==> config.mk <==
export PLATFORM = sky130hd
export DESIGN_NAME = lab2_proc_mem_funnel
export DESIGN_NICKNAME = d
export VERILOG_FILES = /design/src/rtl/lab2_proc_mem_funnel_pkg.sv /design/src/rtl/lab2_proc_mem_funnel_queue.sv /design/src/rtl/lab2_proc_rr_arb2.sv /design/src/rtl/lab2_proc_mem_funnel.sv
export SDC_FILE = /design/constraint.sdc
export NUM_CORES = 1
export LEC_CHECK = 0
export ABC_AREA = 1
export CAP_MARGIN = 10
export CORE_AREA = 5 5 145 147
export CTS_BUF_LIST = sky130_fd_sc_hd__clkbuf_8
export CTS_CLUSTER_DIAMETER = 120
export DETAILED_ROUTE_END_ITERATION = 7
export DIE_AREA = 0 0 150 152
export DONT_BUFFER_PORTS = 1
export GPL_TIMING_DRIVEN = 0
export HOLD_SLACK_MARGIN = 0.12
export PLACE_DENSITY = 0.55
export SLEW_MARGIN = 5
export SYNTH_ARGS = -nofsm -noshare
export SYNTH_HDL_FRONTEND = slang
export SYNTH_SLANG_ARGS = --single-unit
==> constraint.sdc <==
create_clock -name clk_i -period 7.2 [get_ports clk_i]
set_input_delay 1.08 -clock clk_i [delete_from_list [all_inputs] [get_ports clk_i]]
set_output_delay 1.08 -clock clk_i [all_outputs]
set_load 0.05 [all_outputs]
==> src/rtl/lab2_proc_mem_funnel_pkg.sv <==
// Shared types and constants for the imem/dmem request funnel.
package lab2_proc_mem_funnel_pkg;

  // Source identifiers carried in the tag bit of the opaque field
  localparam logic SRC_IMEM = 1'b0;
  localparam logic SRC_DMEM = 1'b1;

  // Opaque bit that carries the source tag on the shared memory port
  localparam int unsigned MEM_FUNNEL_TAG_BIT = 7;

  // Memory message type field encodings
  localparam logic [2:0] MEM_TYPE_READ  = 3'd0;
  localparam logic [2:0] MEM_TYPE_WRITE = 3'd1;

  typedef struct packed {
    logic [2:0]  typ;
    logic [7:0]  opaque;
    logic [31:0] addr;
    logic [1:0]  len;
    logic [31:0] data;
  } mem_req_4B_t;

  typedef struct packed {
    logic [2:0]  typ;
    logic [7:0]  opaque;
    logic [1:0]  test;
    logic [1:0]  len;
    logic [31:0] data;
  } mem_resp_4B_t;

  // Overwrite the tag bit of an opaque field with a source identifier
  function automatic logic [7:0] set_tag(input logic [7:0] opaque, input logic src);
    logic [7:0] result;
    result = opaque;
    result[MEM_FUNNEL_TAG_BIT] = src;
    return result;
  endfunction

endpackage

==> src/rtl/lab2_proc_mem_funnel_queue.sv <==
// Two-entry normal (non-bypass) queue. Full-check is count based, so an
// enqueue is accepted in the same cycle the head entry drains.
module lab2_proc_mem_funnel_queue #(
  parameter int unsigned Width = 8
) (
  input  logic             clk_i,
  input  logic             reset_i,
  input  logic             enq_val_i,
  output logic             enq_rdy_o,
  input  logic [Width-1:0] enq_msg_i,
  output logic             deq_val_o,
  input  logic             deq_rdy_i,
  output logic [Width-1:0] deq_msg_o
);

  logic [Width-1:0] entry_q [2];
  logic             head_q;
  logic             head_d;
  logic [1:0]       count_q;
  logic [1:0]       count_d;
  logic             enq_fire;
  logic             deq_fire;
  logic             tail;

  // Handshake, pointer and occupancy next-state
  always_comb begin
    deq_val_o = (count_q != 2'd0);
    enq_rdy_o = (count_q != 2'd2) | deq_rdy_i;
    deq_fire  = deq_val_o & deq_rdy_i;
    enq_fire  = enq_val_i & enq_rdy_o;
    // With two slots the tail sits one past head for count 1, on head otherwise
    tail      = head_q ^ count_q[0];
    deq_msg_o = entry_q[head_q];
    head_d    = deq_fire ? ~head_q : head_q;
    count_d   = count_q;
    unique case ({enq_fire, deq_fire})
      2'b10:   count_d = count_q + 2'd1;
      2'b01:   count_d = count_q - 2'd1;
      default: count_d = count_q;
    endcase
  end

  // Occupancy state; reset discards any queued entries
  always_ff @(posedge clk_i) begin
    if (reset_i) begin
      head_q  <= 1'b0;
      count_q <= 2'd0;
    end else begin
      head_q  <= head_d;
      count_q <= count_d;
    end
  end

  // Payload storage needs no reset; validity comes from count_q
  always_ff @(posedge clk_i) begin
    if (enq_fire) entry_q[tail] <= enq_msg_i;
  end

endmodule

==> src/rtl/lab2_proc_rr_arb2.sv <==
// Two-input round-robin arbiter. prio names the preferred requester; after a
// granted transfer it moves to the requester that was not just served.
module lab2_proc_rr_arb2 (
  input  logic       clk_i,
  input  logic       reset_i,
  input  logic [1:0] req_i,
  input  logic       en_i,
  output logic [1:0] grant_o,
  output logic       prio_o
);

  logic prio_q;
  logic prio_d;

  // Grant the preferred requester if it asks, otherwise the other one
  always_comb begin
    grant_o = 2'b00;
    if (prio_q == 1'b0) begin
      if (req_i[0])      grant_o = 2'b01;
      else if (req_i[1]) grant_o = 2'b10;
    end else begin
      if (req_i[1])      grant_o = 2'b10;
      else if (req_i[0]) grant_o = 2'b01;
    end
  end

  // Rotate priority away from whoever was just served
  always_comb begin
    prio_d = prio_q;
    if (en_i && grant_o[0])      prio_d = 1'b1;
    else if (en_i && grant_o[1]) prio_d = 1'b0;
  end

  // Priority register, imem preferred out of reset
  always_ff @(posedge clk_i) begin
    if (reset_i) prio_q <= 1'b0;
    else         prio_q <= prio_d;
  end

  assign prio_o = prio_q;

endmodule

==> src/rtl/lab2_proc_mem_funnel.sv <==
// Funnels imem and dmem request streams onto one memory port with round-robin
// arbitration and per-source outstanding limits, and steers responses back
// by the source tag carried in opaque[7].
module lab2_proc_mem_funnel
  import lab2_proc_mem_funnel_pkg::*;
#(
  parameter int unsigned p_max_outstanding = 4
) (
  input  logic         clk_i,
  input  logic         reset_i,

  input  mem_req_4B_t  imem_reqstream_msg_i,
  input  logic         imem_reqstream_val_i,
  output logic         imem_reqstream_rdy_o,

  output mem_resp_4B_t imem_respstream_msg_o,
  output logic         imem_respstream_val_o,
  input  logic         imem_respstream_rdy_i,

  input  mem_req_4B_t  dmem_reqstream_msg_i,
  input  logic         dmem_reqstream_val_i,
  output logic         dmem_reqstream_rdy_o,

  output mem_resp_4B_t dmem_respstream_msg_o,
  output logic         dmem_respstream_val_o,
  input  logic         dmem_respstream_rdy_i,

  output mem_req_4B_t  mem_reqstream_msg_o,
  output logic         mem_reqstream_val_o,
  input  logic         mem_reqstream_rdy_i,

  input  mem_resp_4B_t mem_respstream_msg_i,
  input  logic         mem_respstream_val_i,
  output logic         mem_respstream_rdy_o
);

  localparam int unsigned CntW = $clog2(p_max_outstanding + 1);
  localparam logic [CntW-1:0] CntMax = CntW'(p_max_outstanding);
  localparam logic [CntW-1:0] CntOne = CntW'(1);

  logic [CntW-1:0] cnt_imem_q, cnt_imem_d;
  logic [CntW-1:0] cnt_dmem_q, cnt_dmem_d;

  logic         resp_tag;
  logic         resp_fire;
  logic         dec_imem, dec_dmem;
  logic         ok_imem, ok_dmem;
  logic [1:0]   elig;
  logic [1:0]   grant;
  logic         prio;
  logic         space;
  logic         imem_fire, dmem_fire;
  mem_req_4B_t  enq_msg;
  logic         enq_val;
  logic         q_enq_rdy;
  logic         q_deq_val;
  logic [$bits(mem_req_4B_t)-1:0] q_deq_msg;
  mem_resp_4B_t resp_untagged;

  // Response steering by tag; the tag bit is cleared on the way back
  always_comb begin
    resp_tag                       = mem_respstream_msg_i.opaque[MEM_FUNNEL_TAG_BIT];
    resp_untagged                  = mem_respstream_msg_i;
    resp_untagged.opaque[MEM_FUNNEL_TAG_BIT] = 1'b0;
    imem_respstream_msg_o          = resp_untagged;
    dmem_respstream_msg_o          = resp_untagged;
    imem_respstream_val_o          = mem_respstream_val_i & (resp_tag == SRC_IMEM);
    dmem_respstream_val_o          = mem_respstream_val_i & (resp_tag == SRC_DMEM);
    mem_respstream_rdy_o           = (resp_tag == SRC_DMEM) ? dmem_respstream_rdy_i
                                                            : imem_respstream_rdy_i;
    resp_fire                      = mem_respstream_val_i & mem_respstream_rdy_o;
    dec_imem                       = resp_fire & (resp_tag == SRC_IMEM);
    dec_dmem                       = resp_fire & (resp_tag == SRC_DMEM);
  end

  // Eligibility and per-source ready; a returning response frees its slot at once
  always_comb begin
    ok_imem = (cnt_imem_q < CntMax) | dec_imem;
    ok_dmem = (cnt_dmem_q < CntMax) | dec_dmem;
    elig    = {dmem_reqstream_val_i & ok_dmem, imem_reqstream_val_i & ok_imem};
    space   = q_enq_rdy & ~reset_i;
    // A source's rdy only looks at the other source's val, never its own
    imem_reqstream_rdy_o = space & ok_imem & ~(prio & elig[1]);
    dmem_reqstream_rdy_o = space & ok_dmem & ~(~prio & elig[0]);
    imem_fire = imem_reqstream_val_i & imem_reqstream_rdy_o;
    dmem_fire = dmem_reqstream_val_i & dmem_reqstream_rdy_o;
    enq_val   = imem_fire | dmem_fire;
    enq_msg   = imem_reqstream_msg_i;
    enq_msg.opaque = set_tag(imem_reqstream_msg_i.opaque, SRC_IMEM);
    if (dmem_fire) begin
      enq_msg        = dmem_reqstream_msg_i;
      enq_msg.opaque = set_tag(dmem_reqstream_msg_i.opaque, SRC_DMEM);
    end
  end

  lab2_proc_rr_arb2 u_arb (
    .clk_i   (clk_i),
    .reset_i (reset_i),
    .req_i   (elig),
    .en_i    (space),
    .grant_o (grant),
    .prio_o  (prio)
  );

  lab2_proc_mem_funnel_queue #(
    .Width ($bits(mem_req_4B_t))
  ) u_queue (
    .clk_i     (clk_i),
    .reset_i   (reset_i),
    .enq_val_i (enq_val),
    .enq_rdy_o (q_enq_rdy),
    .enq_msg_i (enq_msg),
    .deq_val_o (q_deq_val),
    .deq_rdy_i (mem_reqstream_rdy_i),
    .deq_msg_o (q_deq_msg)
  );

  // Merged request port driven from the queue head
  always_comb begin
    mem_reqstream_val_o = q_deq_val & ~reset_i;
    mem_reqstream_msg_o = mem_req_4B_t'(q_deq_msg);
  end

  // Outstanding counters: simultaneous issue and return cancel, floor at zero
  always_comb begin
    cnt_imem_d = cnt_imem_q;
    if (imem_fire && !dec_imem)                          cnt_imem_d = cnt_imem_q + CntOne;
    else if (!imem_fire && dec_imem && cnt_imem_q != '0) cnt_imem_d = cnt_imem_q - CntOne;
    cnt_dmem_d = cnt_dmem_q;
    if (dmem_fire && !dec_dmem)                          cnt_dmem_d = cnt_dmem_q + CntOne;
    else if (!dmem_fire && dec_dmem && cnt_dmem_q != '0) cnt_dmem_d = cnt_dmem_q - CntOne;
  end

  // Counter registers
  always_ff @(posedge clk_i) begin
    if (reset_i) begin
      cnt_imem_q <= '0;
      cnt_dmem_q <= '0;
    end else begin
      cnt_imem_q <= cnt_imem_d;
      cnt_dmem_q <= cnt_dmem_d;
    end
  end

  // Protocol checks: sources must leave the tag bit clear, no underflow
`ifndef SYNTHESIS
  always_ff @(posedge clk_i) begin
    if (!reset_i) begin
      if (imem_reqstream_val_i) assert (imem_reqstream_msg_i.opaque[MEM_FUNNEL_TAG_BIT] == 1'b0);
      if (dmem_reqstream_val_i) assert (dmem_reqstream_msg_i.opaque[MEM_FUNNEL_TAG_BIT] == 1'b0);
      if (dec_imem) assert (cnt_imem_q != '0);
      if (dec_dmem) assert (cnt_dmem_q != '0);
    end
  end
`endif

endmodule
==> impl_results.md <==
- Status: finished clean
- Cell area after layout: 8800 um^2
- Via count: 4828
- Leakage: 3.53 nW
- Met3 WL: 1.78 mm
- Total CTS buffers: 17
- Antenna viol nets, final: 0
- Wire length on met1: 7.18 mm
- Setup Buffers After CTS: 0
- Vias in the first global route: 4999
- Initial DRC count: 169
- CP peak stage delay: 0.66 ns
- GRT Util Overall: 0.166
- Final core utilization: 0.445
- Slew @ Worst Pin: 1.16 ns
- Row cnt: 52
- CTS tree: done
- Residual DRC: 0
- Drt first pass iters: 4
- Fmax: 299 MHz
- Final WL: 19.9 mm
- Layout cells sized above 1: 0.317
- Period utilization: 0.464
- Slew Viols, Final: 0
- Syn Inst Count: 689
- Hold path startpoint: u_arb.prio_o
- Slowest cell on crit path: buf_1
- Starting Density: 0.399
- Setup_tns: 0 ns
- Largest net degree at the start of global routing: 30
- Cts hold-fix bufs: 0
- Pwr/cell area: 368 nW/um^2
- Die Y: 152 um
- Worst Hold Class: reg2reg
- Startpoint Class: register
- Min-Delay Endpoint: u_arb.prio_o
- Placer Congestion: 0.854
- R2R Path Start: u_queue.count_q[0]
- RSZ-0062 raised after global routing: no
- Worst skew pair latency: 0.44 ns
- Worst setup EP type: output port
- Reg2reg end: u_queue.entry_q[1][17]
- P&R area growth vs syn: 11.4%
- Synth warnings: 0
- Max cap viols: 0
- CTS resizes: 0
- Netlist cell types: 26
- Worst Skew: 0.0138 ns
- Slew margin rel.: 0.228
- Syn avg cell area: 11.5 um^2
- Flip-flop and latch count after synthesis: 165
- WL met2: 10.5 mm
- CTS max path bufs: 2
- Final setup vio count: 0
- GRT Residual Overflow: 0
- Max H-tree Level: 4
- WHS Path Cells: 2
- R2r setup slk: 4.55 ns
- Die Wd: 150 um
- Critical Path Fanout Max: 10
- CP Cell Sequence: clkbuf_1, buf_1, mux2_2
- Worst setup path class: reg2out
- Initial antenna violation count: 1
- Seq/Total Area, Yosys: 0.613
- Clk slew on worst S/H paths: 0.09 ns
- Via/cell ratio: 4.83
- Final Critical Period: 3.34 ns
- HPWL Detailed: 15.5 mm
- Worst IR drop on VDD: 0.125 mV
- CTS Root Buffer Type: clkbuf_8
- Commonest non-fill, non-tap cells in the layout: nand2_1 (257), edfxtp_1 (154), buf_4 (95), mux2_2 (77), clkbuf_8 (17)
- Placed cell area: 8390 um^2
- Clock Sinks: 165
- Max layer used: met4
- Commonest non-fill, non-tap cell in the layout: nand2_1
- Fin nets: 927
- Post-synth design cell area: 7900 um^2
- PortBufs: 0
- Die Area: 22800 um^2
- Final Hold Vio Count: 0
- FF-to-FF path depth: 11
- Std-Cell Core Area: 19800 um^2
- First-pass GRT wire length: 28.5 mm
- Ports: 386
- Drt wl/cell: 19.9 um
- CP arrival: 2.26 ns
- Worst Path Required: 6.12 ns
[logic make-up (layout without fill, tap and decap cells)]
logic type,after synthesis,count (layout),synth area share
compound gates,16,16,0.0101
buf+inv,138,176,0.116
mux,77,77,0.110
other cells,1,3,0.000475
simple gates,288,288,0.142
fa+ha+maj,3,3,0.00665
xor+xnor,1,1,0.00111
flops,165,165,0.613
[state kept, by name (all words and copies together) (netlist names), named ones only]
| signal | cells |
|---|---|
| cnt_imem_q | 3 |
| cnt_dmem_q | 3 |
| u_queue.entry_q | 154 |
| u_arb.prio_o | 1 |
| u_queue.head_q | 1 |
| u_queue.count_q | 2 |
[metal layers]
| metal | GRT usage | up-vias |
|---|---|---|
| met1 | 0.181 | 2283 |
| met4 | 0.0523 | 0 |
| li1 | - | 2264 |
| met3 | 0.0539 | 21 |
| met2 | 0.302 | 260 |
| met5 | 0 | - |
[synth_stat cells]
| cell | number | area share |
|---|---|---|
| a21oi_1 | 11 | 0.0070 |
| and2_1 | 1 | 0.00079 |
| buf_1 | 7 | 0.0033 |
| buf_2 | 10 | 0.0063 |
| buf_4 | 95 | 0.090 |
| buf_6 | 4 | 0.0057 |
| clkbuf_1 | 3 | 0.0014 |
| clkinv_1 | 1 | 0.00047 |
| conb_1 | 1 | 0.00047 |
| dfxtp_1 | 11 | 0.028 |
| edfxtp_1 | 154 | 0.59 |
| fa_1 | 2 | 0.0051 |
| ha_1 | 1 | 0.0016 |
| inv_1 | 15 | 0.0071 |
| inv_2 | 3 | 0.0014 |
| mux2_2 | 77 | 0.11 |
| nand2_1 | 257 | 0.12 |
| nand3_1 | 9 | 0.0057 |
| nand3_2 | 1 | 0.0013 |
| nand3_4 | 1 | 0.0022 |
| nor2_1 | 17 | 0.0081 |
| nor2_4 | 1 | 0.0014 |
| nor3_1 | 1 | 0.00063 |
| o21ai_0 | 4 | 0.0025 |
| o21ai_1 | 1 | 0.00063 |
| xnor2_1 | 1 | 0.0011 |
[cell type report]
class / instances / area [um^2]
Buffer: 119 / 846
Clock inverter: 15 / 170
Fill cell: 1837 / 11000
Inverter: 19 / 71.3
Multi-Input combinational cell: 387 / 2150
Antenna cell: 1 / 2.50
Clock buffer: 17 / 234
Timing Repair Buffer: 6 / 135
Sequential cell: 165 / 4840
Tap cell: 270 / 338
[how the worst max path moves through the flow]
| stage | cells past startpoint | startpoint | to |
|---|---|---|---|
| global placement | 8 | reset_i | u_queue.entry_q[1][34] |
| detailed placement | 10 | reset_i | u_queue.entry_q[1][31] |
| floorplan | 8 | reset_i | u_queue.entry_q[0][0] |
| CTS | 3 | register | mem_reqstream_msg_o[2] |
| global route | 3 | register | mem_reqstream_msg_o[3] |
| finish | 3 | register | mem_reqstream_msg_o[72] |
[where the power goes]
part | switching, mW | leakage [nW] | internal (mW)
combinational | 0.964 | 1.82 | 0.282
sequential | 0.0431 | 1.52 | 1.28
clock | 0.353 | 0.201 | 0.319
[through the flow]
| stage | cells | hold slack (ns) | worst slack, ns | total power, mW |
|---|---|---|---|---|
| final | 999 | 0.507 | 3.86 | 3.24 |
| after global routing | 999 | 0.525 | 3.64 | 3.39 |
| after CTS | 998 | 0.507 | 3.69 | 3.29 |
| after detailed placement | 966 | 0.480 | 3.74 | 2.61 |
| after global placement | 960 | 0.465 | -0.818 | 2.57 |
| after floorplan | 690 | 0.447 | 1.62 | 2.40 |
[worst max-delay path: cells and delay by family (launching register included)]
family | cells | cell delay (ns)
mux | 1 | 0.56
buf+inv | 2 | 0.95
flops | 1 | 0.32
Note: power is estimated with default switching activity, not from simulation.
